**config.mk**
```make
export PLATFORM = sky130hd
export DESIGN_NAME = amp_switch_cfg_sequencer_flat
export DESIGN_NICKNAME = d
export VERILOG_FILES = /design/src/rtl/amp_switch_cfg_sequencer_pkg.sv /design/src/rtl/amp_switch_cfg_sequencer_if.sv /design/src/rtl/amp_switch_cfg_sequencer_cfg_timeout_counter.sv /design/src/rtl/amp_switch_cfg_sequencer.sv /design/src/flat_wrapper.sv
export SDC_FILE = /design/constraint.sdc
export NUM_CORES = 1
export LEC_CHECK = 0
export ABC_CLOCK_PERIOD_IN_PS = 3390
export BUFFER_PORTS_ARGS = -buffer_cell sky130_fd_sc_hd__buf_2
export CORE_AREA = 2 2 151 213
export DETAILED_ROUTE_END_ITERATION = 10
export DIE_AREA = 0 0 153 215
export GPL_TIMING_DRIVEN = 0
export PLACE_DENSITY = 0.74
export SYNTH_ARGS = -nofsm -noshare
export SYNTH_HDL_FRONTEND = slang
export SYNTH_HIERARCHICAL = 1
export SYNTH_SLANG_ARGS = --single-unit
```
**constraint.sdc**
```tcl
create_clock -name clkin -period 3.39 [get_ports clkin]
set_input_delay 1.017 -clock clkin [delete_from_list [all_inputs] [get_ports clkin]]
set_output_delay 1.017 -clock clkin [all_outputs]
set_load 0.01 [all_outputs]
```
**src/rtl/amp_switch_cfg_sequencer_pkg.sv**
```systemverilog
`default_nettype none
// ---------------------------------------------------------------------------
// amp_switch_cfg_sequencer_pkg: shared types, defaults and frame packing
// Revision: 1.0
// ---------------------------------------------------------------------------
package amp_switch_cfg_sequencer_pkg;

  localparam int unsigned START_LOW_CYC_DEF = 4;
  localparam int unsigned TIMEOUT_CYC_DEF   = 4096;

  localparam int unsigned MODE_BIT_1595 = 0;
  localparam int unsigned MODE_BIT_595  = 1;

  typedef enum logic [2:0] {
    ST_IDLE      = 3'd0,
    ST_LOAD      = 3'd1,
    ST_START_LOW = 3'd2,
    ST_WAIT_DONE = 3'd3,
    ST_WAIT_CLR  = 3'd4,
    ST_FINISH    = 3'd5
  } state_t;

  typedef enum logic {
    PH_1595 = 1'b0,
    PH_595  = 1'b1
  } phase_t;

  typedef logic [3:0][31:0] frame_t;

  // Word k of the 1595 frame is the adjacent code pair {code[2k+1], code[2k]}.
  function automatic logic [31:0] pack1595(input logic [127:0] dac_codes,
                                           input logic [1:0]   index);
    return dac_codes[{index, 5'd0} +: 32];
  endfunction

  function automatic logic [31:0] pack595(input logic [63:0] sw_codes,
                                          input logic [1:0]  index);
    logic [15:0] pair;
    pair = sw_codes[{index, 4'd0} +: 16];
    return {pair[15:8], 8'h00, pair[7:0], 8'h00};
  endfunction

endpackage
`default_nettype wire

```
**src/rtl/amp_switch_cfg_sequencer_if.sv**
```systemverilog
`default_nettype none
// ---------------------------------------------------------------------------
// amp_switch_cfg_sequencer_if: CPU request side and serializer side signals
// Revision: 1.0
// ---------------------------------------------------------------------------
interface amp_switch_cfg_sequencer_if;

  logic         cfg_req;
  logic [1:0]   cfg_mode;
  logic [127:0] dac_codes;
  logic [63:0]  sw_codes;
  logic         cfg_busy;
  logic         cfg_done;
  logic         cfg_err;

  logic         ser_start;
  logic         ser_ld1595_en;
  logic         ser_ld595_en;
  logic [31:0]  ser_din0;
  logic [31:0]  ser_din1;
  logic [31:0]  ser_din2;
  logic [31:0]  ser_din3;
  logic         ser_config_done;

  modport master (
    output cfg_req, cfg_mode, dac_codes, sw_codes, ser_config_done,
    input  cfg_busy, cfg_done, cfg_err, ser_start, ser_ld1595_en,
           ser_ld595_en, ser_din0, ser_din1, ser_din2, ser_din3
  );

  modport slave (
    input  cfg_req, cfg_mode, dac_codes, sw_codes, ser_config_done,
    output cfg_busy, cfg_done, cfg_err, ser_start, ser_ld1595_en,
           ser_ld595_en, ser_din0, ser_din1, ser_din2, ser_din3
  );

endinterface
`default_nettype wire

```
**src/rtl/amp_switch_cfg_sequencer_cfg_timeout_counter.sv**
```systemverilog
`default_nettype none
// ---------------------------------------------------------------------------
// cfg_timeout_counter: clear/enable up-counter flagging when it equals limit
// Revision: 1.0
// ---------------------------------------------------------------------------
module cfg_timeout_counter #(
  parameter int unsigned WIDTH = 13
) (
  input  wire logic             clkin,
  input  wire logic             rst_n,
  input  wire logic             load_i,
  input  wire logic             en_i,
  input  wire logic [WIDTH-1:0] limit_i,
  output logic                  expired_o
);

  logic [WIDTH-1:0] cnt_q;

  always_ff @(posedge clkin) begin
    if (!rst_n) begin
      cnt_q <= '0;
    end else if (load_i) begin
      cnt_q <= '0;
    end else if (en_i) begin
      cnt_q <= cnt_q + 1'b1;
    end
  end

  assign expired_o = (cnt_q == limit_i);

endmodule
`default_nettype wire

```
**src/rtl/amp_switch_cfg_sequencer.sv**
```systemverilog
`default_nettype none
// ---------------------------------------------------------------------------
// amp_switch_cfg_sequencer: packs amp/switch codes, runs 1595/595 frames
// Revision: 1.0
// ---------------------------------------------------------------------------
module amp_switch_cfg_sequencer
  import amp_switch_cfg_sequencer_pkg::*;
#(
  parameter int unsigned START_LOW_CYC = START_LOW_CYC_DEF,
  parameter int unsigned TIMEOUT_CYC   = TIMEOUT_CYC_DEF
) (
  input wire logic                  clkin,
  input wire logic                  rst_n,
  amp_switch_cfg_sequencer_if.slave bus_if
);

  localparam int unsigned CNT_W = $clog2(TIMEOUT_CYC + 1);
  localparam logic [CNT_W-1:0] START_LIMIT   = CNT_W'(START_LOW_CYC - 1);
  localparam logic [CNT_W-1:0] TIMEOUT_LIMIT = CNT_W'(TIMEOUT_CYC - 1);

  state_t         state_q, state_d;
  phase_t         phase_q, phase_d;
  logic [1:0]     mode_q, mode_d;
  logic [127:0]   dac_q, dac_d;
  logic [63:0]    sw_q, sw_d;
  logic           busy_q, busy_d;
  logic           done_q, done_d;
  logic           err_q, err_d;
  logic           start_q, start_d;
  logic           ld1595_q, ld1595_d;
  logic           ld595_q, ld595_d;
  frame_t         din_q, din_d;

  logic           cnt_load;
  logic           cnt_en;
  logic [CNT_W-1:0] cnt_limit;
  logic           cnt_expired;

  function automatic frame_t frame_words(input phase_t       ph,
                                         input logic [127:0] dac,
                                         input logic [63:0]  sw);
    frame_t f;
    for (int k = 0; k < 4; k++) begin
      f[k] = (ph == PH_1595) ? pack1595(dac, 2'(k)) : pack595(sw, 2'(k));
    end
    return f;
  endfunction

  cfg_timeout_counter #(
    .WIDTH (CNT_W)
  ) u_cnt (
    .clkin     (clkin),
    .rst_n     (rst_n),
    .load_i    (cnt_load),
    .en_i      (cnt_en),
    .limit_i   (cnt_limit),
    .expired_o (cnt_expired)
  );

  always_ff @(posedge clkin) begin
    if (!rst_n) begin
      state_q  <= ST_IDLE;
      phase_q  <= PH_1595;
      mode_q   <= '0;
      dac_q    <= '0;
      sw_q     <= '0;
      busy_q   <= 1'b0;
      done_q   <= 1'b0;
      err_q    <= 1'b0;
      start_q  <= 1'b0;
      ld1595_q <= 1'b0;
      ld595_q  <= 1'b0;
      din_q    <= '0;
    end else begin
      state_q  <= state_d;
      phase_q  <= phase_d;
      mode_q   <= mode_d;
      dac_q    <= dac_d;
      sw_q     <= sw_d;
      busy_q   <= busy_d;
      done_q   <= done_d;
      err_q    <= err_d;
      start_q  <= start_d;
      ld1595_q <= ld1595_d;
      ld595_q  <= ld595_d;
      din_q    <= din_d;
    end
  end

  always_comb begin
    state_d   = state_q;
    phase_d   = phase_q;
    mode_d    = mode_q;
    dac_d     = dac_q;
    sw_d      = sw_q;
    busy_d    = busy_q;
    done_d    = 1'b0;
    err_d     = err_q;
    start_d   = start_q;
    ld1595_d  = ld1595_q;
    ld595_d   = ld595_q;
    din_d     = din_q;
    cnt_load  = 1'b0;
    cnt_en    = 1'b0;
    cnt_limit = START_LIMIT;

    unique case (state_q)
      ST_IDLE: begin
        if (bus_if.cfg_req) begin
          mode_d = bus_if.cfg_mode;
          dac_d  = bus_if.dac_codes;
          sw_d   = bus_if.sw_codes;
          err_d  = 1'b0;
          busy_d = 1'b1;
          if (bus_if.cfg_mode == 2'b00) begin
            state_d = ST_FINISH;
          end else begin
            // Drive the first frame straight from the request so data and
            // enables are valid one cycle after acceptance.
            phase_d  = bus_if.cfg_mode[MODE_BIT_1595] ? PH_1595 : PH_595;
            din_d    = frame_words(phase_d, bus_if.dac_codes, bus_if.sw_codes);
            ld1595_d = (phase_d == PH_1595);
            ld595_d  = (phase_d == PH_595);
            state_d  = ST_LOAD;
          end
        end
      end

      ST_LOAD: begin
        din_d    = frame_words(phase_q, dac_q, sw_q);
        ld1595_d = (phase_q == PH_1595);
        ld595_d  = (phase_q == PH_595);
        start_d  = 1'b0;
        cnt_load = 1'b1;
        state_d  = ST_START_LOW;
      end

      ST_START_LOW: begin
        cnt_en    = 1'b1;
        cnt_limit = START_LIMIT;
        if (cnt_expired) begin
          start_d  = 1'b1;
          cnt_load = 1'b1;
          state_d  = ST_WAIT_DONE;
        end
      end

      ST_WAIT_DONE: begin
        cnt_en    = 1'b1;
        cnt_limit = TIMEOUT_LIMIT;
        if (bus_if.ser_config_done) begin
          start_d  = 1'b0;
          cnt_load = 1'b1;
          state_d  = ST_WAIT_CLR;
        end else if (cnt_expired) begin
          start_d = 1'b0;
          err_d   = 1'b1;
          state_d = ST_FINISH;
        end
      end

      ST_WAIT_CLR: begin
        cnt_en    = 1'b1;
        cnt_limit = TIMEOUT_LIMIT;
        if (!bus_if.ser_config_done) begin
          if (mode_q == 2'b11 && phase_q == PH_1595) begin
            phase_d = PH_595;
            state_d = ST_LOAD;
          end else begin
            state_d = ST_FINISH;
          end
        end else if (cnt_expired) begin
          err_d   = 1'b1;
          state_d = ST_FINISH;
        end
      end

      ST_FINISH: begin
        done_d   = 1'b1;
        busy_d   = 1'b0;
        start_d  = 1'b0;
        ld1595_d = 1'b0;
        ld595_d  = 1'b0;
        state_d  = ST_IDLE;
      end

      default: begin
        state_d = ST_IDLE;
      end
    endcase
  end

  assign bus_if.cfg_busy      = busy_q;
  assign bus_if.cfg_done      = done_q;
  assign bus_if.cfg_err       = err_q;
  assign bus_if.ser_start     = start_q;
  assign bus_if.ser_ld1595_en = ld1595_q;
  assign bus_if.ser_ld595_en  = ld595_q;
  assign bus_if.ser_din0      = din_q[0];
  assign bus_if.ser_din1      = din_q[1];
  assign bus_if.ser_din2      = din_q[2];
  assign bus_if.ser_din3      = din_q[3];

endmodule
`default_nettype wire

```
**src/flat_wrapper.sv**
```systemverilog
// flat-port wrapper written by rule: the top's interface ports become plain ports
module amp_switch_cfg_sequencer_flat import amp_switch_cfg_sequencer_pkg::*;
#(
  parameter int unsigned START_LOW_CYC = START_LOW_CYC_DEF,
  parameter int unsigned TIMEOUT_CYC   = TIMEOUT_CYC_DEF
)
  (clkin, rst_n, bus_if_cfg_req, bus_if_cfg_mode, bus_if_dac_codes, bus_if_sw_codes, bus_if_ser_config_done, bus_if_cfg_busy, bus_if_cfg_done, bus_if_cfg_err, bus_if_ser_start, bus_if_ser_ld1595_en, bus_if_ser_ld595_en, bus_if_ser_din0, bus_if_ser_din1, bus_if_ser_din2, bus_if_ser_din3);
  amp_switch_cfg_sequencer_if bus_if_i ();
  input wire logic clkin;
  input wire logic rst_n;
  input wire logic [$bits(bus_if_i.cfg_req)-1:0] bus_if_cfg_req;
  input wire logic [$bits(bus_if_i.cfg_mode)-1:0] bus_if_cfg_mode;
  input wire logic [$bits(bus_if_i.dac_codes)-1:0] bus_if_dac_codes;
  input wire logic [$bits(bus_if_i.sw_codes)-1:0] bus_if_sw_codes;
  input wire logic [$bits(bus_if_i.ser_config_done)-1:0] bus_if_ser_config_done;
  output wire logic [$bits(bus_if_i.cfg_busy)-1:0] bus_if_cfg_busy;
  output wire logic [$bits(bus_if_i.cfg_done)-1:0] bus_if_cfg_done;
  output wire logic [$bits(bus_if_i.cfg_err)-1:0] bus_if_cfg_err;
  output wire logic [$bits(bus_if_i.ser_start)-1:0] bus_if_ser_start;
  output wire logic [$bits(bus_if_i.ser_ld1595_en)-1:0] bus_if_ser_ld1595_en;
  output wire logic [$bits(bus_if_i.ser_ld595_en)-1:0] bus_if_ser_ld595_en;
  output wire logic [$bits(bus_if_i.ser_din0)-1:0] bus_if_ser_din0;
  output wire logic [$bits(bus_if_i.ser_din1)-1:0] bus_if_ser_din1;
  output wire logic [$bits(bus_if_i.ser_din2)-1:0] bus_if_ser_din2;
  output wire logic [$bits(bus_if_i.ser_din3)-1:0] bus_if_ser_din3;
  assign bus_if_i.cfg_req = bus_if_cfg_req;
  assign bus_if_i.cfg_mode = bus_if_cfg_mode;
  assign bus_if_i.dac_codes = bus_if_dac_codes;
  assign bus_if_i.sw_codes = bus_if_sw_codes;
  assign bus_if_i.ser_config_done = bus_if_ser_config_done;
  assign bus_if_cfg_busy = bus_if_i.cfg_busy;
  assign bus_if_cfg_done = bus_if_i.cfg_done;
  assign bus_if_cfg_err = bus_if_i.cfg_err;
  assign bus_if_ser_start = bus_if_i.ser_start;
  assign bus_if_ser_ld1595_en = bus_if_i.ser_ld1595_en;
  assign bus_if_ser_ld595_en = bus_if_i.ser_ld595_en;
  assign bus_if_ser_din0 = bus_if_i.ser_din0;
  assign bus_if_ser_din1 = bus_if_i.ser_din1;
  assign bus_if_ser_din2 = bus_if_i.ser_din2;
  assign bus_if_ser_din3 = bus_if_i.ser_din3;
  amp_switch_cfg_sequencer #(.START_LOW_CYC(START_LOW_CYC), .TIMEOUT_CYC(TIMEOUT_CYC)) u_core (.clkin(clkin), .rst_n(rst_n), .bus_if(bus_if_i));
endmodule
```
# Yosys cells after proc, flatten, opt, wreduce, memory -nomap -nowiden
# Cells that the tools add are included.
[word_totals]
ff_bits = 345
output_inout_bits = 134
elab_cells = 101
inputBits = 198
[op_classes]
eq_ne = 15
bitwise_logic = 2
n_mux = 46
n_addsub = 1
reduce_logical = 21
[op_table]
columns = ["cell", "count"]
rows = [
  ["128-bit two-way mux", 2],
  ["32-bit two-way mux", 8],
  ["128-bit case mux with 2 select lines", 1],
  ["3-bit two-way mux", 7],
  ["1-bit two-way mux", 19],
  ["1-bit case mux with 3 select lines", 5],
  ["3-bit case mux with 5 select lines", 1],
  ["13-bit by 1-bit adder with 13-bit output, second input constant", 1],
  ["13-bit equality test", 1],
  ["12-bit two-way mux", 1],
  ["2-bit != test, second input constant", 5],
  ["3-bit AND reduction", 3],
  ["3-bit nonzero test", 3],
  ["3-bit by 2-bit equality test with 1-bit output, second input constant", 2],
  ["3-bit equality test, second input constant", 2],
  ["2-bit AND reduction", 3],
  ["2-bit nonzero test", 3],
  ["2-bit OR reduction", 3],
  ["5-bit AND reduction", 1],
  ["2-bit by 1-bit != test with 1-bit output, second input constant", 2],
  ["1-bit case mux with 2 select lines", 2],
  ["4-bit AND reduction", 1],
  ["3-bit by 1-bit equality test with 1-bit output, second input constant", 1],
  ["3-bit logical NOT", 1],
  ["other kinds (6)", 7],
]

# Depth between registers and ports, before layout
[logic_depth]
depth_word = 7
mapped_depth = 14
depth_no_buf = 12

# By module
# Netlist, hierarchy kept.
[by_module_without_submodules]
columns = ["mod", "seq_area_each_um2", "cells_each", "n_inst", "area_each_um2"]
rows = [
  ["amp_switch_cfg_sequencer", 6646.4, 1717, 1, 14274.9],
  ["cfg_timeout_counter", 260.2, 81, 1, 726.9],
]

# Worst setup path before layout
# Ideal clock, no wire load.
[synth_path]
path_type = "register to register"
from = "register u_core.state_q[1]"
to = "register u_core.u_cnt.cnt_q[0]"
setup_ps = 128
slack_ps = 0
synth_period_minus_slack_ps = 3390
required_ps = 3262
arrival_ps = 3262
stages_incl_launch_ff = 15
n_path_buf = 3
path_cell_list = "dfxtp_1 > buf_2 > buf_1 > nor2_1 > a22o_1 > xor2_1 > nor4_1 > nand4_1 > nor4_2 > nor2b_1 > nand2_1 > a21oi_1 > nand2b_1 > clkbuf_1 > nor2_1"
[synth_via]
elab_chain_len = 7
word_cells_on_any_way = 12
classes_between = "eq/ne: 5; mux: 4; reduce/logical: 3"
[synth_rtl]
columns = ["item", "line_no", "source"]
rows = [
  ["start: declaration", "amp_switch_cfg_sequencer.sv:21", "state_t state_q, state_d;"],
  ["start signal: assignment", "amp_switch_cfg_sequencer.sv:75", "state_q <= state_d;"],
  ["3-bit by 2-bit equality test with 1-bit output or 3-bit equality test (tied branches)", "amp_switch_cfg_sequencer.sv:107", "unique case (state_q)"],
  ["2-bit OR reduction (no source line) *", "-", ""],
  ["12-bit two-way mux *", "amp_switch_cfg_sequencer.sv:107", ""],
  ["named net u_core.cnt_limit[10]", "amp_switch_cfg_sequencer.sv:36", "logic [CNT_W-1:0] cnt_limit;"],
  ["13-bit equality test *", "amp_switch_cfg_sequencer_cfg_timeout_counter.sv:29", "assign expired_o = (cnt_q == limit_i);"],
  ["named net u_core.cnt_expired", "amp_switch_cfg_sequencer.sv:37", "logic cnt_expired;"],
  ["1-bit two-way mux *", "amp_switch_cfg_sequencer.sv:141", "if (cnt_expired) begin"],
  ["1-bit case mux with 3 select lines *", "amp_switch_cfg_sequencer.sv:107", ""],
  ["named net u_core.cnt_load", "amp_switch_cfg_sequencer.sv:34", "logic cnt_load;"],
  ["2-bit OR reduction (no source line) *", "-", ""],
  ["end signal: assignment", "amp_switch_cfg_sequencer_cfg_timeout_counter.sv:25", "cnt_q <= cnt_q + 1'b1;"],
  ["end: declaration", "amp_switch_cfg_sequencer_cfg_timeout_counter.sv:17", "logic [WIDTH-1:0] cnt_q;"],
]
# Mark *: on every way through the listed nets, which the timed path passes. The rest lies on a longest branch.
# A chain may end at the register's enable or synchronous reset.

# Worst setup path in the final report
[layout_path]
from = "register u_core.state_q[0]"
to = "register u_core.u_cnt.cnt_q[12]"
# Same word-level chain as after synthesis.

==> metrics.cfg <==
[drt]
wl_met2_mm = 26.53
drt-met1-wl_mm = 20.37
vias = 14673
vias_per_cell = 5.633
wl_per_cell_um = 20.57
drtIter0Drc = 1087
met3WireLength_mm = 3.721
drc = 0
ant_nets = 0
dr.pass1.iters = 5
drt_wl_total_mm = 53.58
dr.max_layer_used = met5

[layout]
final_cells = 2605
drive_above_1_share = 0.2459
final_common_cell = nand2_1
fin_util = 0.5931
area_growth_pct = 23.02
fin_nets = 2369
final_cell_mix = 464 x nand2_1, 421 x buf_2, 345 x dfxtp_1, 160 x a21boi_0, 104 x o21ai_0

[pwr]
p_leak_nw = 7.909
power.switching_mw = 4.113
ir_worst_vdd_uv = 463.6
swShare = 0.3355
p_int_mw = 8.145
power_per_cell_area_nw_per_um2 = 664.2
pwr-share-comb = 0.265
power_frac_seq = 0.402
p_total_mw = 12.26
p_clk_frac = 0.332

[sta]
setup_tns_ns = 0
maxSlewViolCount = 0
finalClockSkew_ns = 0.008744
fmax_mhz = 307.3
setup_ws_ns = 0.1355
min_period_over_period = 0.9600
finalHoldViolations = 0
finalSetupViolCount = 0
slew_headroom = 0.2148
tightest_slew_ns = 1.178
fin_crit_ns = 3.255

[floorplanning]
die-width_um = 153
coreArea_um2 = 31120
placementRows = 77
die-area_um2 = 32900
initial_core_util = 0.4821
io_pins = 332
die_h_um = 215

[synth]
ys_seq_elements = 345
async_flop_share = 0
yosysTopAreaCellShare = 0.4604
syn_area_um2 = 15000
synthFlopType = dfxtp_1
synth_adder_area_share = 0.0008340
ys_warn_count = 6
synth_compound_area_frac = 0.2475
yosysTopAreaCell = dfxtp_1
synth-seq-area-share = 0.4604
synth_top_family_by_area = compound AO/OA/AOI/OAI gates
synth-edff-count = 0
netlist_instances = 1798
muxShareOfSynthArea = 0.06514
synth_xor_area_frac = 0.01401
synthTopCellsByArea = dfxtp_1 46%, nand2_1 12%, a21boi_0 8.0%
yosys.area_share.simple = 0.1567
ys_types = 49
avgSynthCellArea_um2 = 8.344

[clock_tree]
clk_latency_ns = 0.53
numCtsBuffers = 36
cts_sinks = 345
cts-htree-levels = 2
root_buffer = clkbuf_16
clk_path_buf_depth = 3
cts.reportedPaths.clkPinSlew_ns = 0.06
cts_tree = yes

[place]
portBuffers = 330
dp_hpwl_mm = 38.93
routabilityCongestion = 0.9185
place_inst = 2524
dp_slack_ns = -0.7706

[critical_path]
worst-path-stages = 14
worstPathCellList = buf_2 -> clkbuf_4 -> nor2_4 -> a22o_4 -> xor2_1 -> nor4_1 -> nand4_1 -> nor4_4 -> nor2b_1 -> nand2_1 -> a21oi_1 -> nand2b_2 -> clkbuf_4 -> nor2_1
worstPathRequired_ns = 3.81
worst_path_most_repeated_cell = clkbuf_4
worst-r2r-cell-count = 14
critPathTopFamily = simple AND/OR/NAND/NOR gates
worst_setup_path_start_kind = flop
slowest_delay_ns = 0.38
cp_slowest_cell = nor4_4
critPathBufInv = 3
cp.arrival_ns = 3.67
worst_setup_path_end_kind = flop
crit_fanout = 10
critPathKind = reg2reg

[hold_path]
hp-class = reg2reg
min_path_cells = 2

[flow_run]
drv_cap = 0

[global_routing]
grtUsageTotal = 0.3115
antenna_found_initial = 13
grt_overflow_total = 0
grt_pass1_wl_mm = 80.61
grt_pass1_vias = 14481
grt_max_degree = 15

[status]
run_status = complete, no violations

-- what timing repair did --
action	in CTS	in global routing
resized for setup	7	7
pin swaps	1	1
setup buffers	0	3
endpoints found under the setup margin	16	10
hold buffers	0	0
-- cell type report --
cell class                 instances  area, um^2
fill                            2896       12660
multi-input combinational       1288        7302
sequential                       345        6907
timing repair buffer             333        1674
clock buffer                      47        1033
buffer                           164       828.3
tap                              395       494.2
clock inverter                    17       173.9
antenna                           14       35.03
inverter                           2       7.507
-- power groups by stage --
stage / combinational [mW] / clock (mW) / sequential, mW
2_1_floorplan: 1.75 / 0 / 5.10
3_3_place_gp: 3.13 / 0 / 4.99
3_5_place_dp: 3.18 / 0 / 5.01
4_1_cts: 3.20 / 4.13 / 4.92
5_1_grt: 3.52 / 4.28 / 4.99
6_report: 3.25 / 4.07 / 4.93
-- state kept, by name, indices dropped and copies added, names as in the netlist, 2 cells and up --
register,count
u_core/dac_q,128
u_core/state_q,3
u_core/bus_if.ser_din2,32
u_core/bus_if.ser_din1,32
u_core/u_cnt/cnt_q,13
u_core/mode_q,2
u_core/bus_if.ser_din3,32
u_core/bus_if.ser_din0,32
u_core/sw_q,64
-- metal layers --
metal / vias to the layer above / GRT usage
met5: - / 0
met4: 4 / 0.1753
met3: 158 / 0.06251
met2: 573 / 0.5445
met1: 6975 / 0.3530
li1: 6963 / -
-- worst reg2reg max path, stage by stage, from the launching register on --
cell	delay, ns
dfxtp_1	0.30
buf_2	0.20
clkbuf_4	0.26
nor2_4	0.09
a22o_4	0.33
xor2_1	0.16
nor4_1	0.34
nand4_1	0.19
nor4_4	0.38
nor2b_1	0.22
nand2_1	0.07
a21oi_1	0.14
nand2b_2	0.18
clkbuf_4	0.21
nor2_1	0.06
-- synth_stat cells, drive strengths merged (4+ instances only) --
library cell and number:
buf 106, o21ai 110, xor2 13, nor3 4, a31oi 71, dfxtp 345
a22oi 65, xnor2 11, o22ai 29, a21boi 194, nand4 8, a21oi 100
nor2 83, nand2b 4, nand2 464, mux2i 65, mux2 29, and3 4
clkbuf 58
-- logic make-up after synthesis --
group / Yosys count
fa+ha+maj: 1
buf+inv: 166
simple gates: 587
mux: 94
other cells: 2
compound gates: 579
xor+xnor: 24
flops: 345
-- path summary, 6_finish.rpt --
kind / from / endpoint / slack, ns
setup / recovery: u_core/state_q[0] / u_core/u_cnt/cnt_q[12] / 0.14
hold / removal: u_core/sw_q[53] / u_core/sw_q[53] / 0.45
setup reg to reg: u_core/state_q[0] / u_core/u_cnt/cnt_q[12] / 0.14
hold reg to reg: u_core/sw_q[53] / u_core/sw_q[53] / 0.45
-- per-stage QoR --
stage               hold slack (ns)  cell area, um^2
floorplan                    0.4316            15010
global placement             0.4376            17150
detailed placement           0.4451            17150
CTS                          0.4535            18390
global route                 0.4740            18450
finish                       0.4522            18460
Note: power is estimated with default switching activity, not from simulation.
